## src/rtl/cpu_boot_ctrl.sv

```systemverilog
`default_nettype none
// ============================================================================
//  Module      : cpu_boot_ctrl
//  Description : Boot/run sequencer for the cpu core. Loads a length-prefixed
//                byte stream into instruction RAM as 16-bit little-endian
//                words while holding the cpu in reset. It then releases the
//                cpu, gates execution through setn and stops it on halt or on
//                a run-cycle budget timeout.
//  Revision    : 1.0 - initial release
// ============================================================================
module cpu_boot_ctrl #(
    parameter int IMSB   = 15,
    parameter int PMSB   = 7,
    parameter int CMSB   = 15,
    parameter int MAXCYC = 1000
) (
    input  logic            clk,
    input  logic            rstn,
    input  logic            start,
    input  logic            abort,
    input  logic            s_valid,
    input  logic [7:0]      s_data,
    output logic            s_ready,
    output logic            imem_we,
    output logic [PMSB:0]   imem_addr,
    output logic [IMSB:0]   imem_wdata,
    input  logic [PMSB:0]   pc,
    input  logic [IMSB:0]   inst,
    output logic            cpu_rstn,
    output logic            cpu_setn,
    output logic            busy,
    output logic            done,
    output logic            timeout,
    output logic [CMSB:0]   cycles
);

    localparam int            c_IW      = IMSB + 1;
    localparam int            c_AW      = PMSB + 1;
    localparam int            c_CW      = CMSB + 1;
    localparam logic [CMSB:0] c_MAXCYC  = c_CW'(MAXCYC);
    localparam logic [CMSB:0] c_CYC_ONE = c_CW'(1);

    typedef enum logic [2:0] {
        ST_IDLE    = 3'd0,
        ST_LEN     = 3'd1,
        ST_LO      = 3'd2,
        ST_HI      = 3'd3,
        ST_RELEASE = 3'd4,
        ST_RUN     = 3'd5,
        ST_DONE    = 3'd6,
        ST_TIMEOUT = 3'd7
    } state_t;

    state_t         r_state;
    state_t         w_state_nxt;

    logic           w_s_ready;
    logic           w_hs;
    logic           w_halt;
    logic           w_last_word;
    logic [CMSB:0]  w_cyc_inc;
    logic [15:0]    w_word;
    logic           w_cpu_rstn_nxt;
    logic           w_cpu_setn_nxt;

    logic [7:0]     r_len;
    logic [7:0]     r_index;
    logic [7:0]     r_lo;
    logic           r_imem_we;
    logic [PMSB:0]  r_imem_addr;
    logic [IMSB:0]  r_imem_wdata;
    logic           r_cpu_rstn;
    logic           r_cpu_setn;
    logic [CMSB:0]  r_cycles;

    // The byte stream is only accepted in the three loading states.
    assign w_s_ready   = (r_state == ST_LEN) || (r_state == ST_LO) || (r_state == ST_HI);
    assign w_hs        = s_valid && w_s_ready;
    assign w_halt      = (inst == '0) || (pc == '1);
    assign w_last_word = (r_index == (r_len - 8'd1));
    assign w_cyc_inc   = r_cycles + c_CYC_ONE;
    assign w_word      = {s_data, r_lo};

    // State register.
    always_ff @(posedge clk) begin
        if (!rstn) begin
            r_state <= ST_IDLE;
        end else begin
            r_state <= w_state_nxt;
        end
    end

    // Next-state decode plus the next values of the registered cpu controls.
    // The cpu controls follow the next state so they line up with the state
    // they belong to (setn drops right after the halt-detection edge).
    always_comb begin
        w_state_nxt    = r_state;
        w_cpu_rstn_nxt = 1'b0;
        w_cpu_setn_nxt = 1'b0;
        case (r_state)
            ST_IDLE: begin
                if (start) w_state_nxt = ST_LEN;
            end
            ST_LEN: begin
                if (w_hs) begin
                    // A zero length runs whatever is already in the RAM.
                    w_state_nxt = (s_data == 8'h00) ? ST_RELEASE : ST_LO;
                end
            end
            ST_LO: begin
                if (w_hs) w_state_nxt = ST_HI;
            end
            ST_HI: begin
                if (w_hs) w_state_nxt = w_last_word ? ST_RELEASE : ST_LO;
            end
            ST_RELEASE: begin
                w_state_nxt = ST_RUN;
            end
            ST_RUN: begin
                // Halt wins over a simultaneous budget expiry.
                if (w_halt) begin
                    w_state_nxt = ST_DONE;
                end else if (w_cyc_inc == c_MAXCYC) begin
                    w_state_nxt = ST_TIMEOUT;
                end
            end
            ST_DONE, ST_TIMEOUT: begin
                if (start) w_state_nxt = ST_LEN;
            end
            default: begin
                w_state_nxt = ST_IDLE;
            end
        endcase

        if (abort) w_state_nxt = ST_IDLE;

        // cpu stays out of reset after a stop so its state can be inspected.
        w_cpu_rstn_nxt = (w_state_nxt == ST_RELEASE) || (w_state_nxt == ST_RUN) ||
                         (w_state_nxt == ST_DONE)    || (w_state_nxt == ST_TIMEOUT);
        w_cpu_setn_nxt = (w_state_nxt == ST_RUN);
    end

    // Capture the program length and the low byte of each word.
    always_ff @(posedge clk) begin
        if (!rstn) begin
            r_len   <= 8'h00;
            r_index <= 8'h00;
            r_lo    <= 8'h00;
        end else if (!abort && w_hs) begin
            case (r_state)
                ST_LEN: begin
                    r_len   <= s_data;
                    r_index <= 8'h00;
                end
                ST_LO: begin
                    r_lo <= s_data;
                end
                ST_HI: begin
                    r_index <= r_index + 8'd1;
                end
                default: begin
                end
            endcase
        end
    end

    // Instruction RAM write port: one strobe per completed word, dropped on abort.
    always_ff @(posedge clk) begin
        if (!rstn) begin
            r_imem_we    <= 1'b0;
            r_imem_addr  <= '0;
            r_imem_wdata <= '0;
        end else begin
            r_imem_we <= 1'b0;
            if (!abort && w_hs && (r_state == ST_HI)) begin
                r_imem_we    <= 1'b1;
                r_imem_addr  <= c_AW'(r_index);
                r_imem_wdata <= c_IW'(w_word);
            end
        end
    end

    // Registered cpu reset and run enable.
    always_ff @(posedge clk) begin
        if (!rstn) begin
            r_cpu_rstn <= 1'b0;
            r_cpu_setn <= 1'b0;
        end else begin
            r_cpu_rstn <= w_cpu_rstn_nxt;
            r_cpu_setn <= w_cpu_setn_nxt;
        end
    end

    // Run-cycle counter: cleared on a new start and on release, counts every
    // RUN cycle including the stopping one, and is held through abort.
    always_ff @(posedge clk) begin
        if (!rstn) begin
            r_cycles <= '0;
        end else if (!abort) begin
            case (r_state)
                ST_IDLE, ST_DONE, ST_TIMEOUT: begin
                    if (start) r_cycles <= '0;
                end
                ST_RELEASE: begin
                    r_cycles <= '0;
                end
                ST_RUN: begin
                    r_cycles <= w_cyc_inc;
                end
                default: begin
                end
            endcase
        end
    end

    assign s_ready    = w_s_ready;
    assign imem_we    = r_imem_we;
    assign imem_addr  = r_imem_addr;
    assign imem_wdata = r_imem_wdata;
    assign cpu_rstn   = r_cpu_rstn;
    assign cpu_setn   = r_cpu_setn;
    assign busy       = (r_state != ST_IDLE) && (r_state != ST_DONE) && (r_state != ST_TIMEOUT);
    assign done       = (r_state == ST_DONE);
    assign timeout    = (r_state == ST_TIMEOUT);
    assign cycles     = r_cycles;

endmodule
`default_nettype wire

```

## config.mk

```make
export PLATFORM = sky130hd
export DESIGN_NAME = cpu_boot_ctrl
export DESIGN_NICKNAME = d
export VERILOG_FILES = /design/src/rtl/cpu_boot_ctrl.sv
export SDC_FILE = /design/constraint.sdc
export NUM_CORES = 1
export LEC_CHECK = 0
export ABC_AREA = 1
export CORE_ASPECT_RATIO = 2
export CORE_UTILIZATION = 52
export CTS_BUF_LIST = sky130_fd_sc_hd__clkbuf_8
export CTS_CLUSTER_SIZE = 30
export DETAILED_ROUTE_END_ITERATION = 12
export HOLD_SLACK_MARGIN = 0.08
export MAX_ROUTING_LAYER = met4
export PLACE_DENSITY = 0.91
export SLEW_MARGIN = 20
export SYNTH_ARGS = -nofsm -noshare
export SYNTH_HDL_FRONTEND = slang
export SYNTH_SLANG_ARGS = --single-unit
```

## constraint.sdc

```tcl
create_clock -name clk -period 2 [get_ports clk]
set_clock_uncertainty 0.1 [all_clocks]
set_input_delay 0.4 -clock clk [delete_from_list [all_inputs] [get_ports clk]]
set_output_delay 0.4 -clock clk [all_outputs]
set_load 0.02 [all_outputs]
```

Word level (Yosys, flattened, before mapping) --
Cells that the tools add are included.
Cells by class: bitwise operators 1, reduce and logical (&&, ||, !) cells 23, equality and inequality tests 17, multiplexer cells 14, add/subtract/negate cells 3
Operators by type and width (number):
- one-hot mux 16 bit (3 select lines) | 1
- 2-to-1 mux 3 bit | 9
- equality test 3 bit (second input constant) | 8
- one-hot mux 3 bit (6 select lines) | 1
- adder 16 x 1 -> 16 bit (second input constant) | 1
- equality test 16 x 10 -> 1 bit (second input constant) | 1
- logical NOT 16 bit | 1
- 2-to-1 mux 16 bit | 1
- one-hot mux 8 bit (2 select lines) | 1
- adder 8 x 1 -> 8 bit (second input constant) | 1
- equality test 8 bit | 1
- equality test 8 bit (second input constant) | 1
- logical NOT 8 bit | 1
- subtractor 8 x 1 -> 8 bit (second input constant) | 1
- equality test 3 x 2 -> 1 bit (second input constant) | 2
- logical OR 1 bit | 6
- != test 3 bit (second input constant) | 2
- AND reduction 2 bit | 3
- nonzero test 3 bit | 2
- logical AND 1 bit | 5
- equality test 3 x 1 -> 1 bit (second input constant) | 1
- logical NOT 3 bit | 1
- AND reduction 3 bit | 1
- OR reduction 3 bit | 1
- 5 further kinds | 5
Word-level totals: logic and storage cells 68, bits in registers 70

Logic depth before layout (Yosys ltp) --
word-level depth 11, mapped depth 16, gate-level depth less buffers 16

Worst setup path after synthesis --
No wires, ideal clock.
path type register to register, start register r_cycles[0], in the netlist cycles[0], end register r_state[1], path buffers 0, path slack 0.090 ns, setup time 0.064 ns, cell stages (with the launch flop) 16, period minus slack after synthesis 1.910 ns, arrival time 1.746 ns, cells stage by stage dfxtp_1 ha_1 nand3_2 nor2_4 nand2_1 nand2_1 nand2_1 nor2_1 nand2_1 nor2_1 nand2_1 nand2_1 nand2_1 nand2_1 nand2_1 nor2_1
On the way: longest elaborated chain between the ends 6
Ends and longest elaborated chain:
- from (decl) | RTL line 74 | logic [CMSB:0] r_cycles;
- from (signal assigned) | RTL line 208 | r_cycles <= w_cyc_inc;
- adder 16 x 1 -> 16 bit | RTL line 81 | assign w_cyc_inc = r_cycles + c_CYC_ONE;
- equality test 16 x 10 -> 1 bit | RTL line 123 | end else if (w_cyc_inc == c_MAXCYC) begin
- 2-to-1 mux 3 bit | RTL line 123
- 2-to-1 mux 3 bit | RTL line 121 | if (w_halt) begin
- one-hot mux 3 bit (6 select lines) | RTL line 100 | case (r_state)
- 2-to-1 mux 3 bit | RTL line 135 | if (abort) w_state_nxt = ST_IDLE;
- to (signal assigned) | RTL line 89 | r_state <= w_state_nxt;
- to (decl) | RTL line 54 | state_t r_state;
Every way passes these cells. A chain may end at the register's enable or synchronous reset.

Worst setup path in the final report --
start register r_state[2], end output port busy
On the way: longest elaborated chain between the ends 3, elaborated cells between the ends (all ways) 5, classes of those cells 2 x eq/ne; 3 x reduce/logical
Ends and longest elaborated chain:
- != test 3 bit / nonzero test 3 bit (equally long branches) | RTL line 222 | assign busy = (r_state != ST_IDLE) && (r_state != ST_DONE) && (r_state != ST_TIMEOUT);
- logical AND 1 bit | RTL line 222
- logical AND 1 bit * | RTL line 222
- to (decl) | RTL line 31 | output logic busy,
Mark *: on every way between the ends. The rest lies on a longest branch, timed or not.

==> flow_summary_export.csv <==
group,metric,value,unit
cts,cts_tree,"built",
cts,clk_latency,0.36,ns
worst_setup_path,path_max_fanout,6,
cts,cts.sinks,70,
cts,cts_hold_buf,0,
pwr,combPwrFrac,9.3,%
pwr,power.share.clock,42.2,%
worst_setup_path,crit_path_start_kind,"flop",
synthesis,synth-main-ff-cell,"dfxtp_1",
detailed_routing,met3_length,406,um
worst_setup_path,cp.required,1.50,ns
worst_setup_path,end_kind,"primary output",
placement,place_hpwl,7850,um
die,core,6620,um2
die,dieWidth,60.6,um
sta,setup_viol,0,
cts,htreeDepth,3,
sta,whs,0.352,ns
cells_and_area,final_cell_mix,"nand2_1 (141), clkdlybuf4s50_1 (72), a21oi_1 (64), inv_1 (63), dfxtp_1 (63)",
cts,numCtsBuffers,9,
detailed_routing,drc,0,
placement,dp_cells,723,
die,num_io_pins,84,
detailed_routing,via_per_inst,5.41,
detailed_routing,dr.pass1.iters,5,
grt,grt_pass1_wl,17100,um
synthesis,synthesis.nets,578,
sta,tightest_slew,0.386,ns
pwr,sw_frac_of_total,23.7,%
min_path,min_to,"imem_wdata[6]",
flow_run,maxCapViolCount,0,
grt,track_usage,32.2,%
cts,cts_buffer_depth,2,
die,initial_core_util,53.9,%
cells_and_area,synthToLayoutAreaGrowth,39.9,%
synthesis,ys_ff_latch,70,
min_path,holdPathStages,2,
worst_setup_path,reg2reg_depth,12,
outcome,status,"finished clean",
detailed_routing,wl_per_cell,14.2,um
worst_setup_path,r2r_end,"r_state[1]",
synthesis,syn_avg_cell_area,6.64,um2
detailed_routing,dr.max_layer_used,"met4",
synthesis,synth-async-reset-ratio,0,%
cells_and_area,num-nets-final,688,
pwr,p_leak,2.15,nW
detailed_routing,m1WireLength,3770,um
synthesis,synth_cells,538,
die,dieHeight,119,um
cells_and_area,diodes,0,
sta,fin_crit_sh,96.8,%
sta,fin_ws,0.0635,ns
die,rows,42,
placement,routabilityCongestion,0.968,
sta,rsz0062_at_grt,"true",
sta,fmax,516,MHz
sta,finalHoldViolCount,0,
synthesis,synthesis.area,3570,um2
pwr,power.density,579,nW/um2
detailed_routing,routed_wirelength,10500,um
die,die-area,7230,um2
cells_and_area,final_util,75.5,%
min_path,hold_path.class,"flop to flop",
grt,grt_max_degree,37,
cells_and_area,final_common_cell,"nand2_1",
synthesis,synthDistinctLibCells,31,
detailed_routing,num_vias,4012,
pwr,power.internal,2.21,mW
cts,clk_pin_slew,0.07,ns
detailed_routing,final_antenna_net_count,0,
sta,final.setup.tns,0,ns
worst_setup_path,critical_path_arrival,1.44,ns
detailed_routing,met2_length,5860,um
detailed_routing,drtIter0Drc,265,
cells_and_area,final_cells,741,
worst_setup_path,ff2ff_setup_slack,0.08,ns
grt,grt_pass1_vias,3892,
worst_setup_path,r2r-start,"cycles[6]",
worst_setup_path,crit_type,"flop to primary output",
sta,slew_viol_final,0,
grt,grt-ovfl-total,0,
sta,period_minus_slack,1.94,ns
pwr,p_switching,686,uW
synthesis,ys_warn_count,0,
placement,dp_slack,-0.141,ns
sta,maxSlewHeadroom,74.2,%
cts,cts_root_buf,"clkbuf_8",
pwr,seqPwrFrac,48.6,%
pwr,ir_worst_vdd,0.506,mV
synthesis,synth-edff-count,0,
cells_and_area,drive_gt1_share,13.0,%
grt,antenna_found_initial,0,
min_path,worstHoldStart,"r_lo[6]",
placement,port_buffers,83,
synthesis,yosysSeqAreaShare,39.2,%
==> repair_timing <==
item / in CTS / in global routing
pin swaps: 2 / 4
buffers inserted: 0 / 2
setup endpoints to repair: 6 / 10
gates resized for setup: 8 / 25
==> routing by layer <==
layer / track usage [%] / vias up
met3: 4.45 / 45
met1: 31.8 / 1849
met2: 56.4 / 149
met5: - / -
met4: 19.2 / 0
li1: - / 1969
==> cells in the mapped netlist (2+ instances only) <==
master | number | share of area, %
o21ai_2 | 2 | 0.49
ha_1 | 3 | 1.1
xnor2_1 | 2 | 0.49
nor2_4 | 4 | 1.3
nor4_1 | 5 | 0.88
buf_4 | 4 | 0.84
o21ai_0 | 38 | 5.3
o21a_1 | 2 | 0.42
buf_2 | 7 | 0.98
xor2_1 | 3 | 0.74
nor2_2 | 5 | 0.88
a21oi_1 | 64 | 9.0
nand3_1 | 43 | 6.0
o21ai_1 | 2 | 0.28
inv_1 | 63 | 6.6
nand2_1 | 142 | 15
nor3_1 | 3 | 0.42
nand3b_1 | 2 | 0.42
clkbuf_1 | 5 | 0.53
nand4_1 | 9 | 1.6
and2_1 | 2 | 0.35
dfxtp_1 | 70 | 39
nor2_1 | 46 | 4.8
nand2_2 | 3 | 0.53
inv_2 | 3 | 0.32
==> cell type report <==
class                           instances  area (um2)
Fill cell                             498        1620
Timing Repair Buffer                  115        1120
Sequential cell                        70        1420
Tap cell                               88         110
Clock buffer                           12         165
Inverter                               67         251
Multi-Input combinational cell        385        1890
Clock inverter                          4        53.8
==> power groups by stage <==
stage | Clock (mW) | Combinational [mW] | Sequential, mW
floorplan | 0 | 0.122 | 1.44
global placement | 0 | 0.259 | 1.44
detailed placement | 0 | 0.264 | 1.44
global route | 1.28 | 0.291 | 1.41
finish | 1.22 | 0.268 | 1.41
CTS | 1.23 | 0.263 | 1.41
==> how the worst max path moves through the flow <==
stage	start	endpoint	slack (ns)	depth (start not counted)
6_report	r_state[2]	busy	0.06	4
5_1_grt	cycles[0]	r_state[1]	-0.03	15
4_1_cts	cycles[1]	r_state[1]	0.004	15
3_5_place_dp	s_data[2]	cpu_setn	-0.14	8
3_3_place_gp	s_data[2]	cpu_setn	-0.1	8
2_1_floorplan	cycles[0]	r_state[1]	0.09	15
==> per-stage QoR <==
step                power (mW)  cell area [um2]
finish                    2.89             5000
global route              2.98             5000
CTS                       2.90             4910
detailed placement        1.70             4690
global placement          1.70             4690
floorplan                 1.56             3570
==> critical path, stage by stage, from the launching register on <==
cell and delay [ns]:
dfxtp_4 0.38, inv_2 0.13, o21ai_2 0.08, nand2_1 0.14, dlygate4sd2_1 0.35
==> flip-flops by register name, summed over array words and instances, names as in the netlist <==
register and flops:
r_len 8, imem_addr 8, r_lo 8, imem_wdata 16, cpu_setn 1, cycles 16, r_state 3, imem_we 1
cpu_rstn 1, r_index 8
==> kinds of logic (layout without fill, tap and decap cells) <==
kind of cell,count (synthesis),count (layout),share of synthesized area (%)
compound gates,109,109,15.8
xor+xnor,5,5,1.23
fa+ha+maj,3,3,1.05
buf+inv,83,198,9.39
flops,70,70,39.2
simple gates,268,268,33.3
Power figures use the tool's default switching activity.
==> patch: new RTL, same settings <==
Encoding of `state_t`: now one-hot (8 bits for 8 states).
--- a/src/rtl/cpu_boot_ctrl.sv
+++ b/src/rtl/cpu_boot_ctrl.sv
@@ -40,15 +40,15 @@
     localparam logic [CMSB:0] c_MAXCYC  = c_CW'(MAXCYC);
     localparam logic [CMSB:0] c_CYC_ONE = c_CW'(1);
 
-    typedef enum logic [2:0] {
-        ST_IDLE    = 3'd0,
-        ST_LEN     = 3'd1,
-        ST_LO      = 3'd2,
-        ST_HI      = 3'd3,
-        ST_RELEASE = 3'd4,
-        ST_RUN     = 3'd5,
-        ST_DONE    = 3'd6,
-        ST_TIMEOUT = 3'd7
+    typedef enum logic [7:0] {
+        ST_IDLE    = 8'b00000001,
+        ST_LEN     = 8'b00000010,
+        ST_LO      = 8'b00000100,
+        ST_HI      = 8'b00001000,
+        ST_RELEASE = 8'b00010000,
+        ST_RUN     = 8'b00100000,
+        ST_DONE    = 8'b01000000,
+        ST_TIMEOUT = 8'b10000000
     } state_t;
 
     state_t         r_state;
Behaviour: same outputs for any inputs over 4 cycles, from zero or initial values and one cycle with rstn low; so few cycles prove little.
==> patch against the unedited design <==
- maximum frequency fell by 14%
- largest cell class unchanged
- cell area is 14% higher
- area after synthesis increased by 8.7%
- wire length rose by 26%
- worst setup slack worse by 0.30 ns
- sequential cell count grew 5
- the flow now finishes with violations (setup timing)
- core utilization is 2.8 points higher
- power rose by 17%
==> patch: results (changes against the unedited design) <==
stage	metric	value	unit	change
final_layout	area of the multi-input gates	2260	sq um	+20%
worst_setup_path	Critical Path Sink	r_state[6]		
sta	Slew headroom	70.5	%	-3.7 points
power	Sw Share	24.4	%	+0.64 points
floorplan	Die X	63.1	um	+4.1%
placed_design	Post-DP HPWL	8810	um	+12%
sta	worst hold slack	0.365	ns	+0.0129 ns
placed_design	DP Area	5150	sq um	+9.8%
final_layout	nets@finish	755		+9.7%
outcome	failing checks	setup timing		
synthesis	Post-Synth Adder-Cell Area	0.966	%	-0.084 points
cts	Resize count post-CTS	20		+12
synthesis	Synth Area in Compound Gates	13.0	%	-2.8 points
worst_setup_path	worst-path fanout max	5		-1
sta	Final WS setup	-0.241	ns	-0.304 ns
synthesis	top cells by area, synth	dfxtp_1, nand2_1, nand3_1, a21oi_1, nor2_1		
power	Max IR drop VDD	0.587	mV	+16%
worst_setup_path	Critical Path End Type	flip-flop		
synthesis	xor and xnor area share after synthesis	3.38	%	+2.2 points
final_layout	Seq area share	26.7	%	-1.6 points
power	Seq pwr share	45.8	%	-2.8 points
detailed_routing	Vias/cell	5.77		+6.6%
outcome	outcome	finished, violations left		
sta	# setup viols final	5		+5
worst_setup_path	CP delay by family, top	simple AND/OR/NAND/NOR gates		
worst_setup_path	crit path launch	cycles[8]		
worst_setup_path	Worst path slowest cell	dfxtp_1		
power	leak pwr	2.37	nW	+11%
final_layout	fill count	502		+0.80%
worst_setup_path	crit path DAT	2.38	ns	+0.94 ns
final_layout	Multi-In Gates	429		+11%
final_layout	Non-clk bufs	146		+27%
placed_design	Post-Place Setup Slack	-0.0350	ns	+0.106 ns
final_layout	Inverters	54		-19%
grt	first-pass GRT wire length	19500	um	+15%
final_layout	layout cell share with drive strength beyond 1	20.8	%	+7.8 points
detailed_routing	Routed WL	13300	um	+26%
final_layout	Non-clock buffering overhead	23.5	%	+1.2 points
patch: changes by cell type after synthesis, moves of 4 or more:
cell / change
inv_1: -13
nor2_1: +20
a211oi_1: +4
xor2_1: +5
nand4_1: +5
nand2_4: +5
o21ai_0: -13
clkbuf_1: +6
buf_4: -4
xnor2_1: +5
dfxtp_1: +5
nand3_1: +23
patch: cells by family after synthesis:
group	count (synthesis)
xor+xnor	15
fa+ha+maj	3
simple gates	315
compound gates	96
buf+inv	74
flops	75
patch: stage by stage:
step,setup TNS (ns),power (W),utilization [%],std cells
finish,-1.00,0.00339,78.3,812
global placement,0,0.00194,70.9,783
global route,-1.73,0.00349,78.3,812
detailed placement,-0.0350,0.00195,70.9,783
floorplan,0,0.00173,-,578
CTS,0,0.00334,74.4,801
patch: per-layer routing:
layer	track usage (%)	routed length [um]	share of wire (%)	vias up
met4	24.1	862	6.5	0
met3	7.63	944	7.1	89
met2	57.4	7110	54	294
li1	-	-	-	2177
met1	29.7	4340	33	2127
met5	-	0	0	-
